`src/rtl/fetch_ctrl_if.sv`:
```
// Instruction-memory request/response channel between the fetch sequencer and imem.
// Master issues req/addr and holds them until the slave raises ready with rdata valid.
interface fetch_ctrl_if #(
    parameter int DATA_W = 32
);
    logic              req;
    logic [DATA_W-1:0] addr;
    logic              ready;
    logic [DATA_W-1:0] rdata;

    modport master (output req, output addr, input  ready, input  rdata);
    modport slave  (input  req, input  addr, output ready, output rdata);
endinterface

```
`src/rtl/fetch_ctrl.sv`:
```
// IF-stage fetch sequencer: owns the fetch PC, runs the imem req/ready handshake and keeps
// one fetched instruction in a single-entry buffer, honouring stall, branch and flush redirects.
module fetch_ctrl #(
    parameter logic [31:0] RESET_PC = 32'h0000_0000,
    parameter int          DATA_W   = 32
) (
    input  logic              clk,
    input  logic              rst,
    input  logic              stall,
    input  logic              branch_flag,
    input  logic [DATA_W-1:0] branch_target,
    input  logic              flush,
    input  logic [DATA_W-1:0] flush_target,
    fetch_ctrl_if.master      imem,
    output logic              ce,
    output logic              inst_valid,
    output logic [DATA_W-1:0] inst,
    output logic [DATA_W-1:0] inst_pc
);
    localparam logic [1:0] ST_RST   = 2'd0;
    localparam logic [1:0] ST_ISSUE = 2'd1;
    localparam logic [1:0] ST_WAIT  = 2'd2;

    logic [1:0]        state;
    logic [DATA_W-1:0] pc;
    logic              redir_pending;
    logic [DATA_W-1:0] redir_pc;

    logic              consume;
    logic              space;
    logic              redirect;
    logic [DATA_W-1:0] redir_tgt;
    logic              complete;
    logic              discard;

    assign consume   = inst_valid & ~stall;
    assign space     = ~inst_valid | ~stall;
    assign redirect  = flush | branch_flag;
    assign redir_tgt = flush ? flush_target : branch_target;
    assign complete  = imem.req & imem.ready;
    // A response landing with a redirect this cycle or one queued during WAIT is stale.
    assign discard   = complete & (redirect | redir_pending);

    assign imem.addr = pc;

    // NOTE: every combinationally assigned signal gets a default first so no latch is inferred.
    always_comb begin
        imem.req = 1'b0;
        if (!rst) begin
            case (state)
                ST_ISSUE: imem.req = space & ~redirect;
                ST_WAIT:  imem.req = 1'b1;
                default:  imem.req = 1'b0;
            endcase
        end
    end

    // NOTE: sequential state uses non-blocking assignments so all registers update from pre-edge values.
    always_ff @(posedge clk) begin
        if (rst) begin
            state         <= ST_RST;
            ce            <= 1'b0;
            pc            <= DATA_W'(RESET_PC);
            redir_pending <= 1'b0;
            redir_pc      <= '0;
            inst_valid    <= 1'b0;
            inst          <= '0;
            inst_pc       <= '0;
        end else begin
            ce <= 1'b1;

            case (state)
                ST_RST:   state <= ST_ISSUE;
                ST_ISSUE: if (imem.req && !imem.ready) state <= ST_WAIT;
                ST_WAIT:  if (imem.ready) state <= ST_ISSUE;
                default:  state <= ST_RST;
            endcase

            if (complete) begin
                redir_pending <= 1'b0;
                if (discard) pc <= redirect ? redir_tgt : redir_pc;
                else         pc <= pc + DATA_W'(4);
            end else if (redirect) begin
                if (state == ST_WAIT) begin
                    redir_pending <= 1'b1;
                    redir_pc      <= redir_tgt;
                end else if (state == ST_ISSUE) begin
                    pc <= redir_tgt;
                end
            end

            // Completion only happens with the buffer empty or draining, so no live entry is lost.
            if (complete && !discard) begin
                inst_valid <= 1'b1;
                inst       <= imem.rdata;
                inst_pc    <= pc;
            end else if (redirect || discard || consume) begin
                inst_valid <= 1'b0;
            end
        end
    end
endmodule

```
`src/flat_wrapper.sv`:
```
// flat-port wrapper written by rule: the top's interface ports become plain ports
module fetch_ctrl_flat 
#(
    parameter logic [31:0] RESET_PC = 32'h0000_0000,
    parameter int          DATA_W   = 32
)
  (clk, rst, stall, branch_flag, branch_target, flush, flush_target, ce, inst_valid, inst, inst_pc, imem_req, imem_addr, imem_ready, imem_rdata);
  fetch_ctrl_if #(.DATA_W(DATA_W)) imem_i ();
  input  logic clk;
  input  logic rst;
  input  logic stall;
  input  logic branch_flag;
  input  logic [DATA_W-1:0] branch_target;
  input  logic flush;
  input  logic [DATA_W-1:0] flush_target;
  output logic ce;
  output logic inst_valid;
  output logic [DATA_W-1:0] inst;
  output logic [DATA_W-1:0] inst_pc;
  output wire logic [$bits(imem_i.req)-1:0] imem_req;
  output wire logic [$bits(imem_i.addr)-1:0] imem_addr;
  input wire logic [$bits(imem_i.ready)-1:0] imem_ready;
  input wire logic [$bits(imem_i.rdata)-1:0] imem_rdata;
  assign imem_req = imem_i.req;
  assign imem_addr = imem_i.addr;
  assign imem_i.ready = imem_ready;
  assign imem_i.rdata = imem_rdata;
  fetch_ctrl #(.RESET_PC(RESET_PC), .DATA_W(DATA_W)) u_core (.clk(clk), .rst(rst), .stall(stall), .branch_flag(branch_flag), .branch_target(branch_target), .flush(flush), .flush_target(flush_target), .imem(imem_i), .ce(ce), .inst_valid(inst_valid), .inst(inst), .inst_pc(inst_pc));
endmodule
```
`config.mk`:
```
export PLATFORM = sky130hd
export DESIGN_NAME = fetch_ctrl_flat
export DESIGN_NICKNAME = d
export VERILOG_FILES = /design/src/rtl/fetch_ctrl_if.sv /design/src/rtl/fetch_ctrl.sv /design/src/flat_wrapper.sv
export SDC_FILE = /design/constraint.sdc
export NUM_CORES = 1
export LEC_CHECK = 0
export ABC_CLOCK_PERIOD_IN_PS = 5100
export CAP_MARGIN = 20
export CORE_MARGIN = 3
export CORE_UTILIZATION = 51
export DETAILED_ROUTE_END_ITERATION = 8
export DONT_BUFFER_PORTS = 1
export HOLD_SLACK_MARGIN = 0.1
export PLACE_DENSITY = 0.66
export SLEW_MARGIN = 25
export SYNTH_ARGS = -nofsm -noshare
export SYNTH_HDL_FRONTEND = slang
export SYNTH_SLANG_ARGS = --single-unit
```
`constraint.sdc`:
```
create_clock -name clk -period 5.1 [get_ports clk]
set_clock_uncertainty 0.2 [all_clocks]
set_input_delay 0.51 -clock clk [delete_from_list [all_inputs] [get_ports clk]]
set_output_delay 0.51 -clock clk [all_outputs]
set_load 0.01 [all_outputs]
```
==> results.json <==
{
  "grt_pass1_vias": 5390,
  "grt.total_usage": 0.264,
  "synth_top_flop_cell": "dfxtp_1",
  "synth_top_area_cell": "dfxtp_1",
  "ioPinCount": 201,
  "vdd_drop_max_v": 0.000177,
  "dp_slack_ns": 1.45,
  "fillers": 1059,
  "cts_tree": "built",
  "chipHeight_um": 117,
  "die-area_um2": 13700,
  "slowest_delay_ns": 0.84,
  "synth_edf_count": 0,
  "dpl.hpwl_mm": 12.2,
  "hold_path.class": "in2reg",
  "cts.sinks": 133,
  "cp.buffers_inverters": 2,
  "syn_inst": 796,
  "synth-seq-cells": 133,
  "initial_utilization": 0.535,
  "slowest_stage": "or4_1",
  "synth.top_cell.area_share": 0.423,
  "cap_viol_max_count": 0,
  "total_power_w": 0.00250,
  "vias_per_cell": 6.07,
  "tightest_slew_ns": 1.02,
  "synth.avg_cell_area_um2": 7.91,
  "ys_types": 61,
  "grt_remaining_overflow": 0,
  "synth_nets": 902,
  "grt_max_degree": 125,
  "hold_viol": 0,
  "antenna_found_initial": 0,
  "cp.arrival_ns": 3.88,
  "vias": 5892,
  "nets": 903,
  "status": "complete, no violations",
  "routedWlPerCell_um": 19.3,
  "cp.required_ns": 5.22,
  "fin_crit_sh": 0.736,
  "ant_nets": 0,
  "first_iter_violations": 523,
  "endpoint_kind": "flip-flop",
  "grt_pass1_wl_mm": 28.0,
  "antenna_cells": 0,
  "cts_buffers": 17,
  "drt_wl_total_mm": 18.8,
  "ys_seq_area_frac": 0.423,
  "cp-start-kind": "flip-flop",
  "async_reset_ff_frac": 0,
  "final.min_clock_period_ns": 3.75,
  "core_area_um2": 11800,
  "rsz0062_at_grt": "no",
  "drc": 0,
  "setup_tns_ns": 0,
  "synth_most_common_cell": "nand2_1",
  "slew_violations": 0,
  "layout-drive-gt1-share": 0.0645,
  "path_max_fanout": 58,
  "num_rows": 39,
  "crit_chain": "inv_1 > ha_1 > and3b_1 > or4_1 > nor2_4 > buf_4 > nand2_1 > a21oi_1",
  "power_leakage_nw": 2.42,
  "critPathKind": "reg2reg",
  "cts_root_buf": "clkbuf_16",
  "area_delta_synth_final_pct": 14.4,
  "fmax_mhz": 267,
  "netlist_top_cells_area": "dfxtp_1, nand2_1, a21oi_1",
  "path_clk_slew_ns": 0.05,
  "netlist_top_cells_count": "nand2_1, dfxtp_1, a21oi_1",
  "finalSetupViolations": 0,
  "io_buffers": 0,
  "clk_latency_ns": 0.41,
  "path_delay_family": "simple AND/OR/NAND/NOR gates",
  "power_density_nw_per_um2": 347,
  "htreeDepth": 4,
  "syn_area_um2": 6300,
  "die_w_um": 117,
  "worst_slack_ns": 1.35,
  "worst_slew_margin_rel": 0.322,
  "ys_warn_count": 0,
  "firstDrtPassIters": 5,
  "cts_buffer_depth": 2,
  "place_congestion": 0.890
}
power breakdown:
group	switching [W]	total, W	internal [W]
clock	0.000418	0.00114	0.000721
sequential	0.0000705	0.00114	0.00107
combinational	0.000124	0.000217	0.0000922
routing by layer:
metal	vias up	GRT usage	wire length, um
met5	-	0	0
met4	0	0.0925	282
met3	26	0.0864	1880
met2	274	0.421	9020
met1	2763	0.335	7570
li1	2829	-	-
final timing paths:
kind | slack, ns | startpoint | to | cells after the start
worst max-delay path | 1.35 | u_core.state[0] | u_core.inst[21] | 8
worst max register to register | 1.35 | u_core.state[0] | u_core.inst[21] | 8
worst min-delay path | 0.13 | rst | u_core.imem.addr[25] | 3
worst min register to register | 0.30 | u_core.redir_pc[2] | u_core.redir_pc[2] | 2
flip-flops by register name (all words and copies together) (netlist names):
name                  count
u_core.inst              32
u_core.imem.addr         32
u_core.state              2
u_core.ce                 1
u_core.redir_pc          32
u_core.inst_pc           32
u_core.inst_valid         1
u_core.redir_pending      1
layout make-up:
| class | instances | area [um^2] | share of cell area |
|---|---|---|---|
| flip-flops and latches | 133 | 2660 | 0.370 |
| well taps | 164 | 205 | 0.0285 |
| inverters | 9 | 33.8 | 0.00469 |
| multi-input cells | 593 | 3320 | 0.461 |
| clock buffers | 24 | 502 | 0.0696 |
| clock inverters | 4 | 47.5 | 0.00660 |
| repair buffers | 43 | 433 | 0.0601 |
cells by family after synthesis:
kind of cell | synth area share
mux | 0.0666
buf+inv | 0.0531
xor+xnor | 0.00974
fa+ha+maj | 0.00795
compound gates | 0.222
flops | 0.423
simple gates | 0.217
worst reg2reg max path, delay by kind of cell (launching register included):
| family | cells | cell delay [ns] |
|---|---|---|
| AOI/OAI and AO/OA | 1 | 0.21 |
| adders and majority gates | 1 | 0.37 |
| buffers and inverters | 2 | 0.67 |
| DFF | 1 | 0.32 |
| and+or+nand+nor | 4 | 1.89 |
cells in the final DEF (no fill, tap or decap), types with 9 or more instances in the layout:
cell / synthesis / final
nand2_1: 167 / 166
dfxtp_1: 133 / 133
a21oi_1: 112 / 112
nor2_1: 67 / 66
dlygate4sd3_1: 0 / 36
mux2i_1: 34 / 34
a211oi_1: 32 / 32
o21ai_0: 29 / 29
nand3_1: 19 / 19
clkbuf_16: 0 / 17
nor3_1: 14 / 14
a31oi_1: 10 / 10
inv_1: 9 / 9
stage by stage:
step	hold slack (ns)	area [um^2]	cells	util
after floorplan	0.253	6300	796	-
after global placement	0.267	6260	905	0.532
after detailed placement	0.279	6260	905	0.532
after CTS	0.109	7200	970	0.612
after global routing	0.109	7200	970	0.613
final	0.131	7200	970	0.613
timing repair:
item / 4_1_cts / 5_1_grt
hold endpoints to repair: 124 / 0
setup buffers: 0 / 0
hold buffers: 37 / 0
resized for setup: 0 / 0
Power figures use the tool's default switching activity.
